[src/rtl/len5_pkg.sv]
// Shared CDB types: result payload carried on the common data bus and the
// fixed execution-unit index map used by the arbiters.
package len5_pkg;

    localparam int MAX_EU_N  = 7;
    localparam int ROB_DEPTH = 32;
    localparam int ROB_IDX_W = $clog2(ROB_DEPTH);

    typedef struct packed {
        logic [ROB_IDX_W-1:0] rob_idx;
        logic [63:0]          res_value;
        logic                 except_raised;
        logic [5:0]           except_code;
    } cdb_data_t;

    typedef enum logic [2:0] {
        LDBUFF = 3'd0,
        STBUFF = 3'd1,
        BU     = 3'd2,
        ALU    = 3'd3,
        MULT   = 3'd4,
        DIV    = 3'd5,
        FPU    = 3'd6
    } eu_idx_t;

endpackage

[src/rtl/rr_prio_encoder.sv]
// Rotating-priority encoder: one-hot grant to the first requester found
// starting at ptr and wrapping modulo EU_N. Purely combinational.
module rr_prio_encoder #(
    parameter int EU_N = 7
) (
    input  logic [EU_N-1:0]         req,
    input  logic [$clog2(EU_N)-1:0] ptr,
    output logic [EU_N-1:0]         grant
);

    localparam int PTR_W = $clog2(EU_N);

    int               idx;
    logic [PTR_W-1:0] sel;
    logic             found;

    always_comb begin
        grant = '0;
        found = 1'b0;
        idx   = 0;
        sel   = '0;
        for (int k = 0; k < EU_N; k++) begin
            idx = int'(ptr) + k;
            if (idx >= EU_N) idx = idx - EU_N;
            sel = PTR_W'(idx);
            if (!found && req[sel]) begin
                grant[sel] = 1'b1;
                found      = 1'b1;
            end
        end
    end

endmodule

[src/rtl/cdb_arbiter.sv]
// Round-robin arbiter sharing the CDB among the execution units.
// Define LEN5_CDB_SPILL_EN to insert a one-entry output register (1-cycle latency).
module cdb_arbiter
    import len5_pkg::*;
#(
    parameter int EU_N = MAX_EU_N
) (
    input  logic            clk_i,
    input  logic            rst_ni,
    input  logic            flush_i,
    input  logic [EU_N-1:0] eu_valid_i,
    output logic [EU_N-1:0] eu_ready_o,
    input  cdb_data_t       eu_data_i [EU_N],
    output logic            cdb_valid_o,
    input  logic            cdb_ready_i,
    output cdb_data_t       cdb_data_o,
    output logic [EU_N-1:0] cdb_grant_o
);

    localparam int PTR_W = $clog2(EU_N);

    logic [PTR_W-1:0] rr_ptr;
    logic [PTR_W-1:0] gnt_idx;
    logic [PTR_W-1:0] ptr_next;
    logic [EU_N-1:0]  grant_raw;
    logic [EU_N-1:0]  grant;

    function automatic logic [PTR_W-1:0] onehot_to_idx(input logic [EU_N-1:0] oh);
        logic [PTR_W-1:0] idx;
        idx = '0;
        for (int i = 0; i < EU_N; i++)
            if (oh[i]) idx = PTR_W'(i);
        return idx;
    endfunction

    rr_prio_encoder #(.EU_N(EU_N)) u_prio (
        .req   (eu_valid_i),
        .ptr   (rr_ptr),
        .grant (grant_raw)
    );

    assign grant    = flush_i ? '0 : grant_raw;
    assign gnt_idx  = onehot_to_idx(grant_raw);
    assign ptr_next = (gnt_idx == PTR_W'(EU_N - 1)) ? '0 : gnt_idx + PTR_W'(1);

`ifdef LEN5_CDB_SPILL_EN
    logic            reg_valid;
    cdb_data_t       reg_data;
    logic [EU_N-1:0] reg_grant;
    logic            eu_xfer;

    // The spill cell can take a new result whenever it is empty or draining.
    assign eu_ready_o  = grant & {EU_N{~reg_valid | cdb_ready_i}};
    assign eu_xfer     = |eu_ready_o;
    assign cdb_valid_o = reg_valid;
    assign cdb_data_o  = reg_data;
    assign cdb_grant_o = reg_grant;

    always_ff @(posedge clk_i) begin
        if (!rst_ni) begin
            rr_ptr    <= '0;
            reg_valid <= 1'b0;
            reg_data  <= '0;
            reg_grant <= '0;
        end else if (flush_i) begin
            reg_valid <= 1'b0;
            reg_grant <= '0;
        end else if (eu_xfer) begin
            reg_valid <= 1'b1;
            reg_data  <= eu_data_i[gnt_idx];
            reg_grant <= grant;
            rr_ptr    <= ptr_next;
        end else if (reg_valid && cdb_ready_i) begin
            reg_valid <= 1'b0;
            reg_grant <= '0;
        end
    end
`else
    assign cdb_valid_o = |eu_valid_i & ~flush_i;
    assign cdb_data_o  = eu_data_i[gnt_idx];
    assign cdb_grant_o = grant;
    assign eu_ready_o  = grant & {EU_N{cdb_ready_i}};

    always_ff @(posedge clk_i) begin
        if (!rst_ni)
            rr_ptr <= '0;
        else if (cdb_valid_o && cdb_ready_i)
            rr_ptr <= ptr_next;
    end
`endif

endmodule

[config.mk]
export PLATFORM = sky130hd
export DESIGN_NAME = cdb_arbiter
export DESIGN_NICKNAME = d
export VERILOG_FILES = /design/src/rtl/len5_pkg.sv /design/src/rtl/rr_prio_encoder.sv /design/src/rtl/cdb_arbiter.sv
export SDC_FILE = /design/constraint.sdc
export NUM_CORES = 1
export LEC_CHECK = 0
export CORE_AREA = 2 2 246 248
export CTS_BUF_LIST = sky130_fd_sc_hd__clkbuf_4 sky130_fd_sc_hd__clkbuf_8
export DETAILED_ROUTE_END_ITERATION = 6
export DIE_AREA = 0 0 248 250
export GPL_TIMING_DRIVEN = 1
export HOLD_SLACK_MARGIN = 0.12
export PLACE_DENSITY_LB_ADDON = 0.1
export SYNTH_ARGS = -nofsm -noshare
export SYNTH_HDL_FRONTEND = slang
export SYNTH_HIERARCHICAL = 1
export SYNTH_SLANG_ARGS = --single-unit
[constraint.sdc]
create_clock -name clk_i -period 11.4 [get_ports clk_i]
set_clock_uncertainty 0.2 [all_clocks]
set_input_delay 1.71 -clock clk_i [delete_from_list [all_inputs] [get_ports clk_i]]
set_output_delay 1.71 -clock clk_i [all_outputs]
set_load 0.01 [all_outputs]
==> results.toml <==
[global_routing]
grt_overflow = 0
grt_pass1_wl_mm = 87.6
grt_usage = 0.199
antenna_found_initial = 47
grt_pass1_vias = 10400
grt_max_degree = 67

[flow_run]
drv_cap = 0

[critical_path]
crit_fanout = 42
crit_chain = "inv_1, ha_1, inv_1, mux2i_1, mux2_4, a2111o_1, or4_1, or4_4, nor4_2, or3_4, or3_1, or2_4, buf_12, o211ai_2, clkdlybuf4s50_1"
critPathKind = "reg2out"
cp.arrival_ps = 8300
slowest_stage = "dfxtp_1"
worst_setup_path_start_kind = "register"
path_buf_inv = 4
path_delay_family = "simple AND/OR/NAND/NOR gates"
crit_required_ps = 9490
end_kind = "primary output"
slowest_delay_ps = 820
crit_path_frequent_cell = "inv_1"

[drt]
viasPerCell = 4.64
post-route-drc-count = 0
drt-total-wl_mm = 65.9
ant_nets = 0
via_count = 10300
drt_iter0_drc = 775
wl_per_cell_um = 29.7
firstDrtPassIters = 5

[synthesis]
syn_nets = 1428
synth_edf_count = 0
yosys.area.top_type_share = 0.120
ys_top_cells_by_area = "mux2i_1 (12%), o211ai_2 (12%), a221o_1 (9.5%)"
syn_area_per_cell_um2 = 7.47
yosysTopAreaCell = "mux2i_1"
yosys_warnings = 6
ys_ff_latch = 3
yosysSeqAreaShare = 0.00922
ys.flop_type = "dfxtp_1"
async_reset_ff_frac = 0
syn-cell-area_um2 = 6510
postSynthCellCount = 872
synth_cell_types = 75

[cts]
clockBufferDepth = 2
post_cts_resized = 0
postCtsSetupBuffers = 0
clk_pin_slew_worst_paths_ps = 30
cts_tree = "built"
cts_root_buffer = "clkbuf_8"
cts_made_buffers = 3
cts_sinks = 3
hold_buffers = 0
ctsHtreeMaxLevel = 1
clock_latency_ps = 220

[pwr]
worst_ir_drop_vdd_v = 0.000212
total_power_w = 0.00396
power_density_nw_per_um2 = 290
leakagePower_nw = 4.81

[placement]
place.gp.congestion = 0.893
io_buffers = 633
dp_hpwl_mm = 53.0

[floorplan]
ios = 634
coreArea_um2 = 59600
fp.dieW_um = 248
initial_core_util = 0.109
die_y_um = 250
fp-row-count = 90
die-area_um2 = 62000

[finish]
final_util = 0.229
regMostFlops = "rr_ptr"
nFillCells = 6610
drive_above_1_share = 0.0832
nets = 1976
top_regs = "rr_ptr: 3 flops"
syn_to_final_growth_pct = 109
largest_register_ffs = 3

[sta]
fin_setup_tns_ps = 0
finalHoldWorstSlack_ps = 520
slew_headroom = 0.215
fmax_mhz = 97.9
hold_viol = 0
finalMaxSlewViolations = 0
rsz0062_at_grt = "no"
setup_viol = 0
tightest_slew_ps = 1180
layout_min_cycle_time_ps = 10210
finalCritPeriodShare = 0.896

[status]
outcome = "finished, final reports clean"

[min_path]
worstHoldPathType = "reg2reg"
## report_power, final
part           leakage (nW)  internal (W)  switching [W]  total (W)
clock                0.0263     0.0000262     0.00000730  0.0000336
sequential           0.0244     0.0000126     0.00000445  0.0000170
combinational          4.76       0.00183        0.00208    0.00391
total                  4.81       0.00187        0.00209    0.00396
## layout by cell type (no fill, tap or decap), drive strengths merged, types with 6 or more instances in the layout
cell type,count
clkdlybuf4s50,633
o21ai,112
a22oi,79
mux2i,78
o211ai,67
a221o,62
a21oi,38
nor2,32
o31a,31
and4,31
diode,19
nor2b,17
buf,17
a221oi,16
inv,15
nand2,13
nor3,13
ha,12
and2,12
nand3,10
nand3b,9
or3,9
a211o,8
or2,8
nand2b,7
nor3b,7
a31oi,6
o22ai,6
## tightest hold or removal path: stages (launching register included)
cell      delay [ps]
dfxtp_1          290
buf_4            210
nand2b_1          90
a21oi_1           70
## metrics by stage
stage	cells	cell area [um^2]	worst slack (ps)
finish	2220	13600	1190
global route	2217	13600	756
CTS	2201	13600	1160
detailed placement	2197	13500	1360
global placement	2197	13500	1400
floorplan	872	6510	4240
## cells in the mapped netlist (5+ instances only)
cell,count
nand3_1,10
buf_2,19
or3_1,9
and4_1,31
nor2b_1,17
a221oi_1,16
nor2_1,30
clkbuf_1,74
mux2i_1,78
o21ai_0,111
nand2b_1,7
nand2_1,13
o211ai_2,60
buf_6,9
nor3_1,13
a221o_1,62
or2_2,6
and2_1,11
a211o_1,8
o31a_1,31
xnor2_1,5
a21oi_1,37
nor3b_1,5
a31oi_1,6
o211ai_1,7
nand3b_1,9
inv_1,15
buf_1,5
o22ai_1,6
a22oi_1,79
ha_1,12
## worst paths after layout
| kind | from | to | slack (ps) | cells after the start |
|---|---|---|---|---|
| worst min-delay path | rr_ptr[1] | rr_ptr[1] | 520 | 3 |
| worst max register to register | rr_ptr[2] | rr_ptr[2] | 4050 | 15 |
| worst max-delay path | rr_ptr[2] | cdb_data_o[72] | 1190 | 15 |
| worst min register to register | rr_ptr[1] | rr_ptr[1] | 520 | 3 |
## cells by family after synthesis
| kind of cell | after synthesis | synth area share |
|---|---|---|
| adders and majority gates | 13 | 0.0261 |
| xor gates and xnor gates | 6 | 0.00807 |
| AOI/OAI and AO/OA | 454 | 0.551 |
| and+or+nand+nor | 189 | 0.185 |
| buffers and inverters | 122 | 0.0843 |
| muxes | 85 | 0.136 |
| DFF | 3 | 0.00922 |
## area by class of cell
| type | count | area (um^2) | share of cell area |
|---|---|---|---|
| Antenna cell | 19 | 47.5 | 0.00349 |
| Clock buffer | 4 | 48.8 | 0.00358 |
| Tap cell | 782 | 978 | 0.0717 |
| Inverter | 15 | 56.3 | 0.00413 |
| Multi-Input combinational cell | 747 | 5960 | 0.437 |
| Sequential cell | 3 | 60.1 | 0.00440 |
| Timing Repair Buffer | 650 | 6490 | 0.476 |
## routing by layer
layer  GRT usage  part of all wire
met5           0            0.0040
met4      0.0472            0.0082
met3      0.0602             0.086
met2       0.343              0.50
met1       0.239              0.40
Note: power is estimated with default switching activity, not from simulation.
